--- config.mk ---
export PLATFORM = sky130hd
export DESIGN_NAME = keypad_scan_encoder
export DESIGN_NICKNAME = d
export VERILOG_FILES = /design/src/rtl/keypad_scan_encoder.sv
export SDC_FILE = /design/constraint.sdc
export NUM_CORES = 1
export LEC_CHECK = 0
export ABC_AREA = 1
export BUFFER_PORTS_ARGS = -buffer_cell sky130_fd_sc_hd__buf_2
export CAP_MARGIN = 0
export CORE_MARGIN = 3
export CORE_UTILIZATION = 48
export CTS_BUF_LIST = sky130_fd_sc_hd__clkbuf_4
export CTS_CLUSTER_SIZE = 14
export DETAILED_ROUTE_END_ITERATION = 10
export PLACE_DENSITY_LB_ADDON = 0.25
export RECOVER_POWER = 25
export SETUP_SLACK_MARGIN = 0.02
export SLEW_MARGIN = 20
export SYNTH_ARGS = -nofsm -noshare
export SYNTH_HDL_FRONTEND = slang
export SYNTH_SLANG_ARGS = --single-unit
--- constraint.sdc ---
create_clock -name clk_i -period 3.4 [get_ports clk_i]
set_input_delay 0.51 -clock clk_i [delete_from_list [all_inputs] [get_ports clk_i]]
set_output_delay 0.51 -clock clk_i [all_outputs]
set_load 0.01 [all_outputs]
--- src/rtl/keypad_scan_encoder.sv ---
// Matrix keypad scanner: synchronizes row senses, debounces a press, scans the columns
// one-hot and reports the lowest pressed key index with a multi-key flag under a valid/ack handshake.
module keypad_scan_encoder #(
    parameter int unsigned ROWS            = 4,
    parameter int unsigned COLS            = 4,
    parameter int unsigned DEBOUNCE_CYCLES = 4,
    parameter int unsigned SETTLE_CYCLES   = 3,
    localparam int unsigned CODE_W = (ROWS * COLS > 1) ? $clog2(ROWS * COLS) : 1
) (
    input  logic              clk_i,
    input  logic              rst_i,
    input  logic [ROWS-1:0]   row_i,
    output logic [COLS-1:0]   col_o,
    output logic [CODE_W-1:0] code_o,
    output logic              multi_o,
    output logic              valid_o,
    input  logic              ack_i
);

    localparam int unsigned ColIdxW = (COLS > 1) ? $clog2(COLS) : 1;
    localparam int unsigned DebW    = $clog2(DEBOUNCE_CYCLES + 1);
    localparam int unsigned SetW    = (SETTLE_CYCLES > 1) ? $clog2(SETTLE_CYCLES) : 1;

    localparam logic [DebW-1:0]    DebLast = DebW'(DEBOUNCE_CYCLES - 1);
    localparam logic [SetW-1:0]    SetLast = SetW'(SETTLE_CYCLES - 1);
    localparam logic [ColIdxW-1:0] ColLast = ColIdxW'(COLS - 1);
    localparam logic [COLS-1:0]    ColOne  = COLS'(1);

    typedef enum logic [2:0] {
        StIdle,
        StDebounce,
        StScan,
        StReport,
        StRelease
    } state_e;

    state_e              state_q;
    logic [ROWS-1:0]     row_meta_q;
    logic [ROWS-1:0]     row_s_q;
    logic [DebW-1:0]     cnt_q;
    logic [SetW-1:0]     settle_q;
    logic [ColIdxW-1:0]  col_idx_q;
    logic [COLS-1:0]     col_q;
    logic [CODE_W-1:0]   code_q;
    logic                multi_q;
    logic                valid_q;
    logic [CODE_W-1:0]   best_q;
    logic [1:0]          hits_q;

    logic [CODE_W-1:0]   col_best;
    logic [1:0]          col_hits;
    logic [2:0]          hit_sum;
    logic [1:0]          tot_hits;
    logic [CODE_W-1:0]   new_best;

    assign col_o   = col_q;
    assign code_o  = code_q;
    assign multi_o = multi_q;
    assign valid_o = valid_q;

    // Hits in the column being sampled; descending loop leaves the lowest row in col_best.
    always_comb begin
        col_best = '0;
        col_hits = 2'd0;
        for (int r = int'(ROWS) - 1; r >= 0; r--) begin
            if (row_s_q[r]) begin
                col_best = CODE_W'(r * int'(COLS) + int'(col_idx_q));
                if (col_hits != 2'd2) begin
                    col_hits = col_hits + 2'd1;
                end
            end
        end
        hit_sum  = {1'b0, hits_q} + {1'b0, col_hits};
        tot_hits = (hit_sum > 3'd2) ? 2'd2 : hit_sum[1:0];
        new_best = best_q;
        if (col_hits != 2'd0 && (hits_q == 2'd0 || col_best < best_q)) begin
            new_best = col_best;
        end
    end

    always_ff @(posedge clk_i or posedge rst_i) begin
        if (rst_i) begin
            state_q    <= StIdle;
            row_meta_q <= '0;
            row_s_q    <= '0;
            cnt_q      <= '0;
            settle_q   <= '0;
            col_idx_q  <= '0;
            col_q      <= '1;
            code_q     <= '0;
            multi_q    <= 1'b0;
            valid_q    <= 1'b0;
            best_q     <= '0;
            hits_q     <= 2'd0;
        end else begin
            row_meta_q <= row_i;
            row_s_q    <= row_meta_q;
            unique case (state_q)
                StIdle: begin
                    col_q <= '1;
                    if (|row_s_q) begin
                        state_q <= StDebounce;
                        cnt_q   <= '0;
                    end
                end
                StDebounce: begin
                    if (row_s_q == '0) begin
                        state_q <= StIdle;
                        cnt_q   <= '0;
                    end else if (cnt_q == DebLast) begin
                        state_q   <= StScan;
                        cnt_q     <= '0;
                        col_idx_q <= '0;
                        settle_q  <= '0;
                        col_q     <= ColOne;
                        hits_q    <= 2'd0;
                        best_q    <= '0;
                    end else begin
                        cnt_q <= cnt_q + 1'b1;
                    end
                end
                StScan: begin
                    if (settle_q == SetLast) begin
                        settle_q <= '0;
                        hits_q   <= tot_hits;
                        best_q   <= new_best;
                        if (col_idx_q == ColLast) begin
                            col_q <= '1;
                            if (tot_hits != 2'd0) begin
                                state_q <= StReport;
                                code_q  <= new_best;
                                multi_q <= (tot_hits == 2'd2);
                                valid_q <= 1'b1;
                            end else begin
                                state_q <= StIdle;
                            end
                        end else begin
                            col_idx_q <= col_idx_q + 1'b1;
                            col_q     <= ColOne << (col_idx_q + 1'b1);
                        end
                    end else begin
                        settle_q <= settle_q + 1'b1;
                    end
                end
                StReport: begin
                    col_q <= '1;
                    if (ack_i) begin
                        valid_q <= 1'b0;
                        state_q <= StRelease;
                        cnt_q   <= '0;
                    end
                end
                StRelease: begin
                    col_q <= '1;
                    if (|row_s_q) begin
                        cnt_q <= '0;
                    end else if (cnt_q == DebLast) begin
                        state_q <= StIdle;
                        cnt_q   <= '0;
                    end else begin
                        cnt_q <= cnt_q + 1'b1;
                    end
                end
                default: begin
                    state_q <= StIdle;
                    col_q   <= '1;
                end
            endcase
        end
    end

endmodule

==> summary.md <==
| Metric | Value |
|---|---|
| Max clock buf depth | 2 |
| DR iter-0 viols | 55 |
| Leading area contributor after synthesis | dfrtp_1 |
| Endpoints failing hold | 0 |
| Die area | 0.004696 mm² |
| Clk slew on worst S/H paths | 0.10 ns |
| Commonest cells after routing, fill and taps aside | nand2_1 (53), inv_1 (35), dfrtp_1 (30) |
| Final Skew | 0.005164 ns |
| First-pass GRT wire length | 5616 µm |
| CP endpoint | multi_o |
| Clock latency reported for the late side of the worst-skew pair | 0.33 ns |
| Cell area after synthesis | 0.001877 mm² |
| Sequential Power Share | 0.401 |
| DR top layer | met4 |
| Max_cap viols | 1 |
| Worst path arrival time | 3.17 ns |
| Kind of launch point of the worst setup path | flip-flop |
| Avg Inst Size Synth | 8.531 µm² |
| Final Slew Violations | 35 |
| Routed wl met3 | 103 µm |
| Root buf cell | clkbuf_4 |
| Max_slew headroom | -0.2184 |
| Total Power | 1.532 mW |
| CTS tree | yes |
| Rows | 22 |
| WL/cell | 11.10 µm |
| Internal power | 0.8634 mW |
| PwrDens | 741.0 mW/mm² |
| Peak supply drop | 0.0003695 V |
| Data required time of the critical path | 3.62 ns |
| Vias | 1428 |
| Core ar. | 0.003716 mm² |
| Filler Cell Count | 383 |
| Initial antenna violation count | 0 |
| #FFs+latches synth | 34 |
| Post-synth top area share | 0.4000 |
| Yosys warns | 0 |
| CP Max Fanout | 6 |
| Final ANT Viol Nets | 0 |
| Critical path capture point type | flip-flop |
| CP Class | reg2reg |
| Io pins | 17 |
| Register area share after synthesis | 0.4560 |
| Final Setup Violations | 0 |
| Worst setup startpoint | row_s_q[2] |
| Fraction of layout cells with a size suffix above 1 | 0.1844 |
| Vias per Instance | 4.890 |
| Hold Crit Class | in2reg |
| R2R cell count | 12 |
| Post-cts sizing count | 0 |
| Clock share of power | 0.139 |
| Min cycle time layout | 2.951 ns |
| Dpl hpwl | 2525 µm |
| Die H | 68.53 µm |
| Static Leak | 1.097 nW |
| Clock Sinks | 34 |
| Total negative slack | 0 ns |
| DRC errors left | 0 |
| Final RePlAce weighted congestion | 0.8034 |
| Starting Density | 0.5051 |
| Vias in the first global route | 1330 |
| Reg2reg setup slack | 0.45 ns |
| Sw Share | 0.4363 |
| Reg-to-reg endpoint | multi_o |
| Met2 WL post-DR | 1443 µm |
| Failing checks | max-capacitance violations, max-slew violations |
| Commonest non-fill, non-tap cell in the layout | nand2_1 |
| CTS Hold Buffers Added | 0 |
| Total gr overflow | 0 |
| Largest net degree at the start of global routing | 35 |
| Worst r2r src | row_s_q[2] |
| Psw | 0.6683 mW |
| Routed WL | 3242 µm |
| Final period utilization | 0.8678 |
| N_diodes | 0 |
| Die width | 68.53 µm |
| Total CTS buffers | 5 |
| Fmax achieved | 0.3389 GHz |
| Area Overhead vs Synth | 10.13% |
| Combinational Power Share | 0.460 |
| DR pass1 iterations | 4 |
| Slew @ Worst Pin | 1.828 ns |
| Htree depth | 2 |
| Final Net Count | 265 |
| Postcts setup bufs | 0 |
| Unrepaired setup endpoints after global routing | false |
| Post-synthesis cell count | 220 |
| Yosys cell types | 32 |
| Main area contributors after synthesis | dfrtp_1 (40%), nand2_1 (11%), ha_1 (9.3%) |
| GRT Total Usage | 0.1648 |
| Worst Hold Margin | 0.2760 ns |
| Status | finished with violations |
| Input/output buffers | 16 |
| Pre-CTS setup slack | 0.4101 ns |
| WL met1 | 1633 µm |
| Syn nets | 242 |
| Final setup margin | 0.4495 ns |
| Final core utilization | 0.5562 |
registers in the layout, indices dropped and copies added (netlist names):
signal and cells:
valid_o 1, cnt_q 3, best_q 4, state_q 3
code_o 4, col_o 4, settle_q 2, hits_q 2
multi_o 1, row_s_q 4, col_idx_q 2, row_meta_q 4
critical path, cell delays in order (launching register included):
cell,delay [ns]
dfrtp_1,0.41
inv_1,0.11
ha_1,0.24
mux2i_1,0.32
ha_1,0.30
o21ai_1,0.30
fa_1,0.47
nand2_1,0.11
o21ai_1,0.11
nor2_4,0.22
inv_1,0.13
nand2_1,0.07
o21ai_0,0.07
logic make-up after synthesis:
kind of cell / count (synthesis) / share of synthesized area
simple gates: 94 / 0.2320
buf+inv: 41 / 0.08667
compound gates: 35 / 0.1160
flops: 34 / 0.4560
fa+ha+maj: 15 / 0.1040
mux: 1 / 0.005334
how the worst min path moves through the flow:
stage	from	slack, ns	endpoint	cells past startpoint
after floorplan	row_meta_q[0]	0.33	row_s_q[0]	0
after global placement	row_meta_q[2]	0.33	row_s_q[2]	0
after detailed placement	row_meta_q[3]	0.33	row_s_q[3]	0
after CTS	rst_i	0.24	best_q[3]	3
after global routing	row_i[3]	0.25	row_meta_q[3]	1
final	row_i[0]	0.28	row_meta_q[0]	1
cells in the mapped netlist, drive strengths merged:
cell type,count
nor2,14
nand4,1
o21bai,1
dfrtp,30
o21ai,22
a31oi,3
o21a,1
nor3,3
nand2,57
a211oi,1
o211ai,2
inv,39
a21oi,3
fa,1
a21boi,1
ha,14
clkinv,1
mux2i,1
nand3,18
o22ai,1
dfstp,4
or2,1
buf,1
metrics by stage:
stage               std cells  cell area (µm²)
floorplan                 220             1877
global placement          284             2017
detailed placement        284             2017
finish                    292             2067
global route              292             2067
CTS                       292             2071
area by class of cell:
type / instances / area, µm² / share of cell area
multi-input combinational: 145 / 858.3 / 0.4153
sequential: 34 / 855.8 / 0.4140
inverter: 40 / 155.1 / 0.07506
timing repair buffer: 17 / 83.83 / 0.04056
tap: 48 / 60.06 / 0.02906
clock buffer: 5 / 37.54 / 0.01816
clock inverter: 3 / 16.27 / 0.007869
layer usage:
| metal | track usage | vias up |
|---|---|---|
| li1 | - | 745 |
| met1 | 0.2206 | 659 |
| met2 | 0.2491 | 19 |
| met3 | 0.03890 | 5 |
| met4 | 0.08189 | 0 |
| met5 | 0 | - |
power groups by stage:
stage / combinational, mW / clock [mW] / sequential [mW]
after floorplan: 0.551 / 0 / 0.624
after global placement: 0.698 / 0 / 0.618
after detailed placement: 0.714 / 0 / 0.621
after CTS: 0.714 / 0.225 / 0.615
after global routing: 0.822 / 0.239 / 0.628
final: 0.705 / 0.212 / 0.614
Note: power is estimated with default switching activity, not from simulation.
